===== src/rtl/if_id_reg_pkg.sv =====
// Shared MIPS pipeline constants: exception codes, nop encoding and the
// instruction-memory address map used by the fetch and memory stages.
package mips_defs;

   localparam logic [4:0]  EXC_ADEL  = 5'd4;
   localparam logic [4:0]  EXC_ADES  = 5'd5;
   localparam logic [4:0]  EXC_NONE  = 5'd0;
   localparam logic [31:0] INSTR_NOP = 32'h0000_0000;

   localparam logic [31:0] RESET_PC  = 32'h0000_3000;
   localparam logic [31:0] IM_BASE   = 32'h0000_3000;
   localparam int          IM_WORDS  = 4096;
   localparam logic [31:0] IM_LAST   = IM_BASE + 32'(4 * (IM_WORDS - 1));

   // Byte offset between a link instruction and its return address.
   localparam logic [31:0] LINK_OFFSET = 32'd8;

   typedef struct packed {
      logic [31:0] pc;
      logic [31:0] pc8;
      logic [31:0] instr;
      logic        valid;
      logic        bd;
      logic        exc;
      logic [4:0]  exccode;
   } if_id_slot_t;

   function automatic logic [31:0] link_addr(input logic [31:0] pc);
      return pc + LINK_OFFSET;
   endfunction

endpackage


===== src/rtl/fetch_addr_check.sv =====
// Word-aligned window check for a memory address; flags an address error
// when the access is misaligned or falls outside [BASE, BASE+4*(WORDS-1)].
module fetch_addr_check #(
   parameter logic [31:0] BASE  = 32'h0000_3000,
   parameter int          WORDS = 4096
) (
   input  logic [31:0] addr,
   output logic        adel
);

   localparam logic [31:0] LAST = BASE + 32'(4 * (WORDS - 1));

   logic misaligned;
   logic below;
   logic above;

   always_comb begin
      misaligned = (addr[1:0] != 2'b00);
      below      = (addr < BASE);
      above      = (addr > LAST);
      adel       = misaligned | below | above;
   end

endmodule


===== src/rtl/if_id_reg.sv =====
// IF/ID pipeline register: latches PC, instruction and PC+8, tracks the
// delay-slot and valid bits, and turns fetch address errors into a tagged nop.
module if_id_reg
   import mips_defs::*;
#(
   parameter logic [31:0] RESET_PC_P = mips_defs::RESET_PC,
   parameter logic [31:0] IM_BASE_P  = mips_defs::IM_BASE,
   parameter int          IM_WORDS_P = mips_defs::IM_WORDS
) (
   input  logic        clk,
   input  logic        reset,
   input  logic        en,
   input  logic        flush,
   input  logic [31:0] pc_f,
   input  logic [31:0] instr_f,
   input  logic        is_branch_d,
   output logic [31:0] pc_d,
   output logic [31:0] instr_d,
   output logic [31:0] pc8_d,
   output logic        valid_d,
   output logic        bd_d,
   output logic        exc_d,
   output logic [4:0]  exccode_d
);

   logic        adel_f;
   if_id_slot_t slot_q;
   if_id_slot_t load_slot;

   fetch_addr_check #(
      .BASE  (IM_BASE_P),
      .WORDS (IM_WORDS_P)
   ) u_fetch_addr_check (
      .addr (pc_f),
      .adel (adel_f)
   );

   // Memory data is never forwarded for a faulting fetch.
   always_comb begin
      load_slot.pc      = pc_f;
      load_slot.pc8     = link_addr(pc_f);
      load_slot.valid   = 1'b1;
      load_slot.bd      = is_branch_d;
      load_slot.exc     = adel_f;
      load_slot.exccode = adel_f ? EXC_ADEL : EXC_NONE;
      load_slot.instr   = adel_f ? INSTR_NOP : instr_f;
   end

   always_ff @(posedge clk) begin
      if (reset) begin
         slot_q.pc      <= RESET_PC_P;
         slot_q.pc8     <= link_addr(RESET_PC_P);
         slot_q.instr   <= INSTR_NOP;
         slot_q.valid   <= 1'b0;
         slot_q.bd      <= 1'b0;
         slot_q.exc     <= 1'b0;
         slot_q.exccode <= EXC_NONE;
      end else if (flush) begin
         // Keep a meaningful PC so EPC capture downstream stays sensible.
         slot_q.pc      <= pc_f;
         slot_q.pc8     <= link_addr(pc_f);
         slot_q.instr   <= INSTR_NOP;
         slot_q.valid   <= 1'b0;
         slot_q.bd      <= 1'b0;
         slot_q.exc     <= 1'b0;
         slot_q.exccode <= EXC_NONE;
      end else if (en) begin
         slot_q <= load_slot;
      end
   end

   assign pc_d      = slot_q.pc;
   assign pc8_d     = slot_q.pc8;
   assign instr_d   = slot_q.instr;
   assign valid_d   = slot_q.valid;
   assign bd_d      = slot_q.bd;
   assign exc_d     = slot_q.exc;
   assign exccode_d = slot_q.exccode;

endmodule


===== config.mk =====
export PLATFORM = sky130hd
export DESIGN_NAME = if_id_reg
export DESIGN_NICKNAME = d
export VERILOG_FILES = /design/src/rtl/if_id_reg_pkg.sv /design/src/rtl/fetch_addr_check.sv /design/src/rtl/if_id_reg.sv
export SDC_FILE = /design/constraint.sdc
export NUM_CORES = 1
export LEC_CHECK = 0
export ABC_CLOCK_PERIOD_IN_PS = 5880
export CAP_MARGIN = 20
export CORE_MARGIN = 2
export CORE_UTILIZATION = 46
export CTS_BUF_LIST = sky130_fd_sc_hd__clkbuf_16
export CTS_CLUSTER_SIZE = 40
export DETAILED_ROUTE_END_ITERATION = 8
export PLACE_DENSITY = 0.83
export SYNTH_ARGS = -nofsm -noshare
export SYNTH_HDL_FRONTEND = slang
export SYNTH_SLANG_ARGS = --single-unit

===== constraint.sdc =====
create_clock -name clk -period 5.88 [get_ports clk]
set_input_delay 1.176 -clock clk [delete_from_list [all_inputs] [get_ports clk]]
set_output_delay 1.176 -clock clk [all_outputs]
set_load 0.03 [all_outputs]

# Yosys cells after proc, flatten, opt, wreduce, memory -nomap -nowiden
# Cells that the tools add are included.
totals:
  regBits: 104
  in_bits: 69
  out_inout_bits: 104
classes:
  add_sub_neg: 1
  order_cmp: 2
  n_mux: 4
  bitwise: 2
  reduce_logical: 3
ops:
  columns: ["operator", "count"]
  rows:
  - ["$mux 104", 2]
  - ["$add 32x4->32 const B", 1]
  - ["$gt 32x15->1 const B", 1]
  - ["$lt 32x14->1 const B", 1]
  - ["$mux 32", 1]
  - ["$reduce_bool 2->1", 2]
  - ["$mux 3", 1]
  - ["$or 1x1->1", 2]
  - ["$reduce_or 2->1", 1]

# Longest topological paths before layout
# Gate-level depths: netlist (run 1).
depth:
  ltp_word: 6
  mapped_depth: 7

# Modules after synthesis
# A second synthesis (run 1) with hierarchy kept.
hier_totals:
  cells_unflattened: 501
  area_unflattened_um2: 4115.2
modules_own_cells:
  columns: ["mod", "instances", "cells_per_inst", "area_per_inst_um2", "seq_area_each_um2"]
  rows:
  - ["if_id_reg", 1, 492, 4060.1, 1921.8]
  - ["fetch_addr_check", 1, 9, 55.1, 0.0]

# Worst setup path before layout (run 1)
# OpenSTA, ideal clock, no wires.
synth_path:
  kind: "in2reg"
  start: "input port pc_f[12]"
  end: "register slot_q (netlist bit pc8_d[31])"
  setup_ps: 91
  arrival_ps: 2830
  required_ps: 5789
  slack_ps: 2959
  stages: 6
  path_cell_list: "buf_2 > nand4_2 > or4b_1 > buf_2 > or4_1 > a311oi_1"
synth_via:
  elab_chain_len: 3
synth_lines:
  columns: ["item", "line_no", "rtl"]
  rows:
  - ["start, declared", "if_id_reg.sv:14", "input logic [31:0] pc_f,"]
  - ["$add 32x4->32 (*)", "if_id_reg_pkg.sv:29", "return pc + LINK_OFFSET;"]
  - ["$mux 104", "if_id_reg.sv:67", "end else if (en) begin"]
  - ["$mux 104 (*)", "if_id_reg.sv:58", "end else if (flush) begin"]
  - ["end signal, assigned", "if_id_reg.sv:68", "slot_q <= load_slot;"]
  - ["end, declared", "if_id_reg.sv:27", "if_id_slot_t slot_q;"]
# Mark *: on every way between the ends. The rest lies on a longest branch, timed or not. The select of a mux whose other input is x is not followed.
# A chain may end at the register's enable or synchronous reset.

# Worst setup path after layout (run 1)
# Ends and elaborated chain as after synthesis.

==> results.md, run 1 <==
* Fin util at 69.6%
* IO Port Bufs at 168
* Fmax at 300 MHz
* Die area at 9480 um^2
* Final Cycle Share at 56.7%
* Final worst slack at 2.54 ns
* CP peak stage delay at 0.69 ns
* First-pass GRT wire length at 19.1 mm
* Worst hold path depth at 2
* Top cells by area, synth: dfxtp_1, nand2_1, a32oi_1
* Drt via density at 5.65
* CTS Buf Count at 9
* Synth Area in Compound Gates at 19.0%
* Width of the die at 97.4 um
* Top-area cell type share of the netlist area at 47.9%
* Share of cells above drive strength 1 at 5.19%
* Ys async rst share at 0%
* Tightest Hold Check Type: reg -> reg
* Largest family of logic cells by synthesized area: simple AND/OR/NAND/NOR gates
* Worst R2R End: pc8_d[20]
* Setup violators final at 0
* Post-synthesis cell area at 4010 um^2
* Power per cell area at 251 nW/um^2
* Routed wl met3 at 1.13 mm
* Root buf cell: clkbuf_16
* VDD IR max at 126 uV
* Pre-CTS setup slack at 2.23 ns
* Avg WL per Cell at 16.2 um
* Final Power at 1.50 mW
* WHS at 0.453 ns
* Gate Count Post-Synth at 474
* Antenna cell count at 0
* Final wirelength at 11.8 mm
* Final Cell Area at 5980 um^2
* CTS sink cnt at 96
* ANT nets after route at 0
* Pin count of the biggest net entering global routing at 64
* Detailed-route via count at 4095
* Clk pwr share at 35.6%
* Placement row count at 34
* Slew Limit Fails at 0
* Crit path max-delay family: simple AND/OR/NAND/NOR gates
* Clock latency on the worst-skew pair at 0.34 ns
* FF-to-FF setup slack at 5.09 ns
* Core footprint at 8590 um^2
* CTS Hold Buffers Added at 0
* CTS tree: built
* Post-Layout Cell Count at 725
* Slowest CP cell: or4b_1
* Total gr overflow at 0
* DR pass1 iterations at 6
* Initial drt markers at 229
* HPWL after detailed placement at 8.35 mm
* Hold path startpoint: pc_d[22]
* Yosys cell types at 41
* Register area share after synthesis at 47.9%
* Postcts setup bufs at 0
* Min Tclk post-route at 3.34 ns
* RSZ-0062 raised after global routing: false
* Startpoint class of the critical path: input port
* Largest area contributor in the netlist: dfxtp_1
* DRC at 0
* XOR/XNOR Fraction of Synth Area at 2.40%
* Highest metal used: met4
* Final Hold Violating Endpoints at 0
* I/O pins at 173
* Register area at 1920 um^2
* Worst setup EP type: flop
* Initial antenna violation count at 0
* EDFF count, synth at 0
* Placed cells at 707
* CP required at 6.12 ns
* Synth Area in Simple Gates at 24.2%
* Synthesized flop and latch total at 96
* Leakage at 2.10 nW
* Max_slew headroom at 35.3%
* Average size of a mapped cell at 8.46 um^2
* Vias in the first global route at 3876
* Int Pwr at 1.08 mW
* Commonest cells after routing, fill and taps aside: clkdlybuf4s50_1, dfxtp_1, nand2_1, nor2_1, a21oi_1
* Total track usage at 24.3%
* Switching share of power at 27.8%
* Worst r2r src: pc8_d[20]
* Buffers & Inverters on Critical Path at 1
* WP depth at 5
* Comb pwr share at 18.1%
* Switch Pwr at 417 uW
* Most used DFF post-synth: dfxtp_1
* Final Net Count at 682
* Crit-path cells: clkdlybuf4s50_1, nand4_2, or4b_1, or4_1, a311oi_1
* Post-synthesis adder-cell area fraction at 0.312%
* Max Cap Viol at 0
* Yosys Warn Count at 0
* Clock transition at the registers of the reported paths at 0.07 ns
* H-tree depth at 3
* Initial core utilization at 46.7%
* Crit path DAT at 3.57 ns
* Mux contribution to synthesized area at 0.250%
* Clk_skew at 0 ns
* Gpl congestion at 0.833
* Metal1 wirelength at 4.85 mm
* Setup TNS at 0 ns
* Worst-margin pin slew at 0.969 ns
* Area of the multi-input gates at 1880 um^2
* Clk buf depth at 2
* Crit-path max FO at 8
* Placed cell area at 5670 um^2
* Worst reg2reg path depth at 2
* Sequential power share at 46.3%
* Die height at 97.4 um
* Status: completed
* Worst Hold Path EP: pc_d[22]
* Met2 WL at 5.62 mm
* Syn-to-layout area delta at 49.1%
* Post-CTS Resized at 0
* Commonest non-fill, non-tap cell in the layout: clkdlybuf4s50_1
* Filler cells at 691
* WS Path Type: in -> reg
[layout make-up]
cell class / instances / area share, %
clock inverters: 7 / 0.795
flip-flops and latches: 96 / 32.1
well taps: 108 / 2.26
inverters: 3 / 0.188
multi-input cells: 328 / 31.4
clock buffers: 9 / 3.77
repair buffers: 174 / 29.5
[power by group through the flow]
stage	clock network, mW	registers (mW)	logic (mW)
6_report	0.535	0.696	0.271
5_1_grt	0.571	0.699	0.288
3_5_place_dp	0	0.711	0.269
2_1_floorplan	0	0.766	0.0810
3_3_place_gp	0	0.710	0.264
4_1_cts	0.544	0.696	0.270
[Yosys cell counts, types with 2 or more instances]
cell and instances:
or3_1 3, or4_1 10, and4_1 4, nand3b_1 2, nand3_1 9, a211oi_1 10
nand2_1 76, a311oi_1 15, xor2_1 6, a32oi_1 32, nor2_1 66, nand4_1 6
xnor2_1 5, buf_2 2, nor4_1 12, and3_1 2, buf_4 8, buf_1 5
nor3_1 4, clkbuf_1 35, o21ai_0 3, or2_2 2, a21oi_1 33, dfxtp_1 96
inv_1 3, o31ai_1 10
[flip-flops by register name, summed over array words and instances, names as in the netlist]
register / cells
valid_d: 1
pc8_d: 29
bd_d: 1
exccode_d: 1
instr_d: 32
pc_d: 32
[metal layers]
layer  vias up  track usage (%)
met5         -                0
met1      1903             30.6
li1       1987                -
met2       189             40.1
met3        16             7.27
met4         0             7.26
[logic make-up after synthesis]
kind of cell,Yosys count
XOR/XNOR,11
other,1
flip-flops,96
buffers and inverters,53
adder cells (fa/ha/maj),1
AND/OR/NAND/NOR,206
multiplexers,1
AO/OA/AOI/OAI,105
[how the worst max path moves through the flow]
| stage | from | to |
|---|---|---|
| after floorplan | pc_f[12] | pc8_d[31] |
| after global placement | en | instr_d[2] |
| after detailed placement | pc_f[12] | pc8_d[31] |
| after CTS | pc_f[12] | pc8_d[31] |
| after global routing | pc_f[12] | pc8_d[31] |
| final | pc_f[12] | pc8_d[31] |
[tightest hold or removal path, delay by kind of cell (launching register included)]
kind               cells  cell delay [ns]
DFF                    1             0.31
AOI/OAI and AO/OA      1             0.05
and+or+nand+nor        1             0.05
No activity file was read; power rests on OpenSTA's default activity.
==> run 2: changes to the inputs <==
- ABC_CLOCK_PERIOD_IN_PS: 5880 -> 3200
- CORE_UTILIZATION: 46 -> 42
- PLACE_DENSITY: 0.83 -> 0.77
- clock period: 5.88 -> 3.2 ns (I/O delays scaled with it)
==> results.md, run 2 (synthesized netlist as in run 1, its figures left out) <==
* DRC at 0 (unchanged)
* Post-CTS Resized at 0 (unchanged)
* Antenna cell count at 0 (unchanged)
* Avg WL per Cell at 16.1 um (was 16.2 um)
* Final wirelength at 12.2 mm (was 11.8 mm)
* WHS at 0.454 ns (was 0.453 ns)
* Final Hold Violating Endpoints at 0 (unchanged)
* Initial antenna violation count at 0 (unchanged)
* CP required at 3.44 ns (was 6.12 ns)
* Placement row count at 35 (was 34)
* Share of cells above drive strength 1 at 6.86% (was 5.19%)
* Clock transition at the registers of the reported paths at 0.07 ns (about the same)
* Syn-to-layout area delta at 52.7% (was 49.1%)
* Leakage at 2.18 nW (was 2.10 nW)
* Clk buf depth at 2 (unchanged)
* Worst setup EP type: flop (unchanged)
* DR pass1 iterations at 4 (was 6)
* CTS Hold Buffers Added at 0 (unchanged)
* Tightest Hold Check Type: reg -> reg (unchanged)
* Worst R2R End: pc8_d[31] (was pc8_d[20])
* Worst r2r src: pc8_d[31] (was pc8_d[20])
* Gpl congestion at 0.902 (was 0.833)
* CTS tree: built (unchanged)
* RSZ-0062 raised after global routing: false (unchanged)
* VDD IR max at 252 uV (was 126 uV)
* Pin count of the biggest net entering global routing at 63 (was 64)
* Total gr overflow at 0 (unchanged)
* Final Net Count at 693 (was 682)
* Detailed-route via count at 4144 (was 4095)
* Commonest cells after routing, fill and taps aside: clkdlybuf4s50_1, dfxtp_1, nand2_1, nor2_1, a21oi_1 (unchanged)
* CTS sink cnt at 96 (unchanged)
* Vias in the first global route at 3924 (was 3876)
* First-pass GRT wire length at 19.1 mm (about the same)
* Root buf cell: clkbuf_16 (unchanged)
* CTS Buf Count at 9 (unchanged)
* Die area at 10300 um^2 (was 9480 um^2)
* Core footprint at 9240 um^2 (was 8590 um^2)
* I/O pins at 173 (unchanged)
* Worst-margin pin slew at 0.662 ns (was 0.969 ns)
* Fmax at 364 MHz
* Total track usage at 23.2% (was 24.3%)
* Setup TNS at 0 ns (unchanged)
* Initial core utilization at 43.4% (was 46.7%)
* Width of the die at 102 um (was 97.4 um)
* CP endpoint: pc8_d[31] (unchanged)
* Postcts setup bufs at 0 (unchanged)
* Status: completed (unchanged)
* Min Tclk post-route at 2.75 ns
* Slew Limit Fails at 0 (unchanged)
* Final worst slack at 0.451 ns (was 2.54 ns)
* Final Cycle Share at 85.9%
* Commonest non-fill, non-tap cell in the layout: clkdlybuf4s50_1 (unchanged)
* IO Port Bufs at 168 (unchanged)
* FF-to-FF setup slack at 2.42 ns (was 5.09 ns)
* Drt via density at 5.48 (was 5.65)
* ANT nets after route at 0 (unchanged)
* Crit path DAT at 2.99 ns (was 3.57 ns)
* Clk_skew at 0 ns (unchanged)
* HPWL after detailed placement at 8.74 mm (was 8.35 mm)
* Power per cell area at 489 nW/um^2 (was 251 nW/um^2)
* Worst Setup SP: pc_f[22] (was pc_f[12])
* H-tree depth at 3 (unchanged)
* WS Path Type: in -> reg (unchanged)
* Initial drt markers at 201 (was 229)
* Clock latency on the worst-skew pair at 0.33 ns (was 0.34 ns)
* Die height at 102 um (was 97.4 um)
* Pre-CTS setup slack at 0.188 ns (was 2.23 ns)
* Setup violators final at 0 (unchanged)
* Max Cap Viol at 0 (unchanged)
* Max_slew headroom at 55.9% (was 35.3%)
* Crit-path max FO at 8 (unchanged)
* Startpoint class of the critical path: input port (unchanged)
* Worst reg2reg path depth at 2 (unchanged)
==> run 2: power by group <==
part	switching, mW	internal [mW]	leakage [nW]	total, mW
logic	0.285	0.225	1.23	0.510
clock network	0.447	0.758	0.165	1.20
registers	0.0299	1.25	0.790	1.28
==> run 2: cell type report <==
class / count / area, um^2
clock inverters: 6 / 109
well taps: 129 / 161
inverters: 3 / 11.3
flip-flops and latches: 96 / 1920
repair buffers: 185 / 1820
fillers: 753 / 3120
clock buffers: 9 / 225
multi-input cells: 328 / 1880
==> run 2: metrics by stage <==
step | cell area, um^2 | util, % | instances | total power [mW]
final | 6120 | 66.3 | 756 | 2.99
after global routing | 6120 | 66.3 | 756 | 3.11
after CTS | 6120 | 66.3 | 756 | 3.02
after detailed placement | 5790 | 62.7 | 741 | 1.81
after global placement | 5790 | 62.7 | 741 | 1.81
after floorplan | 4020 | - | 477 | 1.56
==> run 2: per-layer routing <==
layer	wire [um]	GRT usage, %	vias to the layer above
li1	-	-	2008
met1	5200	29.9	1923
met2	5690	37.3	196
met3	1100	6.56	17
met4	179	8.21	0
met5	0	0	-
==> run 2: how the worst min path moves through the flow <==
stage	from	to	cells after the start
2_1_floorplan	pc_d[10]	pc_d[10]	2
3_3_place_gp	pc_d[22]	pc_d[22]	2
3_5_place_dp	pc_d[31]	pc_d[31]	2
4_1_cts	pc_d[31]	pc_d[31]	2
5_1_grt	pc_d[31]	pc_d[31]	2
6_report	pc_d[31]	pc_d[31]	2
==> run 2: critical path, cell delays in order <==
cell,delay (ns)
clkdlybuf4s50_1,0.59
nand4_1,0.26
or4b_1,0.67
or4_1,0.54
a311oi_1,0.28
==> run 3: changes to the inputs <==
- ABC_CLOCK_PERIOD_IN_PS: 3200 -> 2880
- CAP_MARGIN: 20 -> unset
- clock period: 3.2 -> 2.88 ns (I/O delays scaled with it)
==> results.md, run 3 (synthesized netlist as in run 1, its figures left out) <==
* Avg WL per Cell at 16.0 um (was 16.1 um)
* Slew Limit Fails at 0 (unchanged)
* Core footprint at 9240 um^2 (unchanged)
* Share of cells above drive strength 1 at 8.86% (was 6.86%)
* Area of the multi-input gates at 1880 um^2 (unchanged)
* CP required at 3.13 ns (was 3.44 ns)
* I/O pins at 173 (unchanged)
* RSZ-0062 raised after global routing: false (unchanged)
* Slowest CP cell: or4b_1 (unchanged)
* Final Cell Area at 6190 um^2 (was 6120 um^2)
* Worst-margin pin slew at 0.649 ns (was 0.662 ns)
* Detailed-route via count at 4190 (was 4144)
* Status: completed (unchanged)
* Clk buf depth at 2 (unchanged)
* Total gr overflow at 0 (unchanged)
* DRC at 0 (unchanged)
* Final Net Count at 708 (was 693)
* Initial drt markers at 246 (was 201)
* Startpoint class of the critical path: input port (unchanged)
* Total track usage at 23.2% (about the same)
* CTS tree: built (unchanged)
* Pin count of the biggest net entering global routing at 63 (unchanged)
* Final Hold Violating Endpoints at 0 (unchanged)
* Vias in the first global route at 3960 (was 3924)
* Clock transition at the registers of the reported paths at 0.07 ns (about the same)
* HPWL after detailed placement at 9.02 mm (was 8.74 mm)
* Filler cells at 752 (was 753)
* CTS Buf Count at 9 (unchanged)
* Clock latency on the worst-skew pair at 0.33 ns (about the same)
* Syn-to-layout area delta at 54.3% (was 52.7%)
* DR pass1 iterations at 5 (was 4)
* Die area at 10300 um^2 (unchanged)
* CTS sink cnt at 96 (unchanged)
* Commonest non-fill, non-tap cell in the layout: clkdlybuf4s50_1 (unchanged)
* Final Cycle Share at 87.5%
* Post-CTS Resized at 0 (unchanged)
* Register area at 1920 um^2 (unchanged)
* Max_slew headroom at 56.7% (was 55.9%)
* Placed cell area at 5910 um^2 (was 5790 um^2)
* Crit-path cells: clkdlybuf4s50_1, nand4_2, or4b_1, or4_1, a311oi_1 (was clkdlybuf4s50_1, nand4_1, or4b_1, or4_1, a311oi_1)
* Placement row count at 35 (unchanged)
* IO Port Bufs at 168 (unchanged)
* Leakage at 2.22 nW (was 2.18 nW)
* Crit path DAT at 2.77 ns (was 2.99 ns)
* Antenna cell count at 0 (unchanged)
* Crit path max-delay family: simple AND/OR/NAND/NOR gates (unchanged)
* Width of the die at 102 um (unchanged)
* Die height at 102 um (unchanged)
* Postcts setup bufs at 0 (unchanged)
* Clk_skew at 0 ns (unchanged)
* WS Path Type: in -> reg (unchanged)
* ANT nets after route at 0 (unchanged)
* Gpl congestion at 0.866 (was 0.902)
* Commonest cells after routing, fill and taps aside: clkdlybuf4s50_1, dfxtp_1, nand2_1, nor2_1, a21oi_1 (unchanged)
* Worst setup EP type: flop (unchanged)
* Buffers & Inverters on Critical Path at 1 (unchanged)
* Initial core utilization at 43.4% (unchanged)
* H-tree depth at 3 (unchanged)
* First-pass GRT wire length at 19.0 mm (was 19.1 mm)
* Root buf cell: clkbuf_16 (unchanged)
* CTS Hold Buffers Added at 0 (unchanged)
* Final wirelength at 12.4 mm (was 12.2 mm)
* Max Cap Viol at 0 (unchanged)
* Setup violators final at 0 (unchanged)
* Drt via density at 5.43 (was 5.48)
* Min Tclk post-route at 2.52 ns
* Fmax at 397 MHz
* Setup TNS at 0 ns (unchanged)
* Crit-path max FO at 7 (was 8)
* FF-to-FF setup slack at 2.11 ns (was 2.42 ns)
* Tightest Hold Check Type: reg -> reg (unchanged)
* Power per cell area at 502 nW/um^2 (was 489 nW/um^2)
* VDD IR max at 435 uV (was 252 uV)
* CP peak stage delay at 0.67 ns (about the same)
* Initial antenna violation count at 0 (unchanged)
run 3: changes by cell type in the layout (fill, tap and decap cells not counted), sizes merged:
cell	change
clkinvlp	+3
buf	+15
clkinv	-1
bufinv	-3
inv	+2
run 3: area by class of cell:
cell class	instances	share of cell area, %
clock buffer	9	3.64
clock inverter	7	0.768
inverter	3	0.182
multi-input combinational	328	30.4
sequential	96	31.1
tap	129	2.61
timing repair buffer	200	31.4
run 3: per-stage QoR:
step                utilization (%)  total power, mW  setup slack, ns  hold WS [ns]  instances
finish                         67.0             3.11            0.360         0.451        772
global route                   67.0             3.22            0.266         0.467        772
CTS                            67.0             3.12            0.387         0.453        772
detailed placement             64.0             2.03           0.0649         0.444        756
global placement               64.0             2.02            0.129         0.439        756
floorplan                         -             1.73            0.559         0.580        477
run 3: metal layers:
metal,GRT usage (%),vias to the layer above,wire [um]
li1,-,2040,-
met1,29.4,1931,5200
met3,6.90,14,1210
met2,38.0,205,5800
met4,7.17,0,163
met5,0,-,0
run 3: power breakdown:
group          switching, mW  internal, mW  leakage, nW
combinational          0.321         0.261         1.30
sequential            0.0329          1.39        0.790
clock                  0.520         0.584        0.127
run 3: path summary, 6_finish.rpt:
path	from	cells after the start	end
worst max register to register	pc8_d[18]	2	pc8_d[18]
worst min register to register	pc_d[10]	2	pc_d[10]
worst max-delay path	pc_f[12]	5	pc8_d[31]
worst min-delay path	pc_d[10]	2	pc_d[10]
run 3: worst min-delay path, stage by stage, from the launching register on:
cell and delay [ns]:
dfxtp_1 0.31, nand2_1 0.05, a21oi_1 0.05
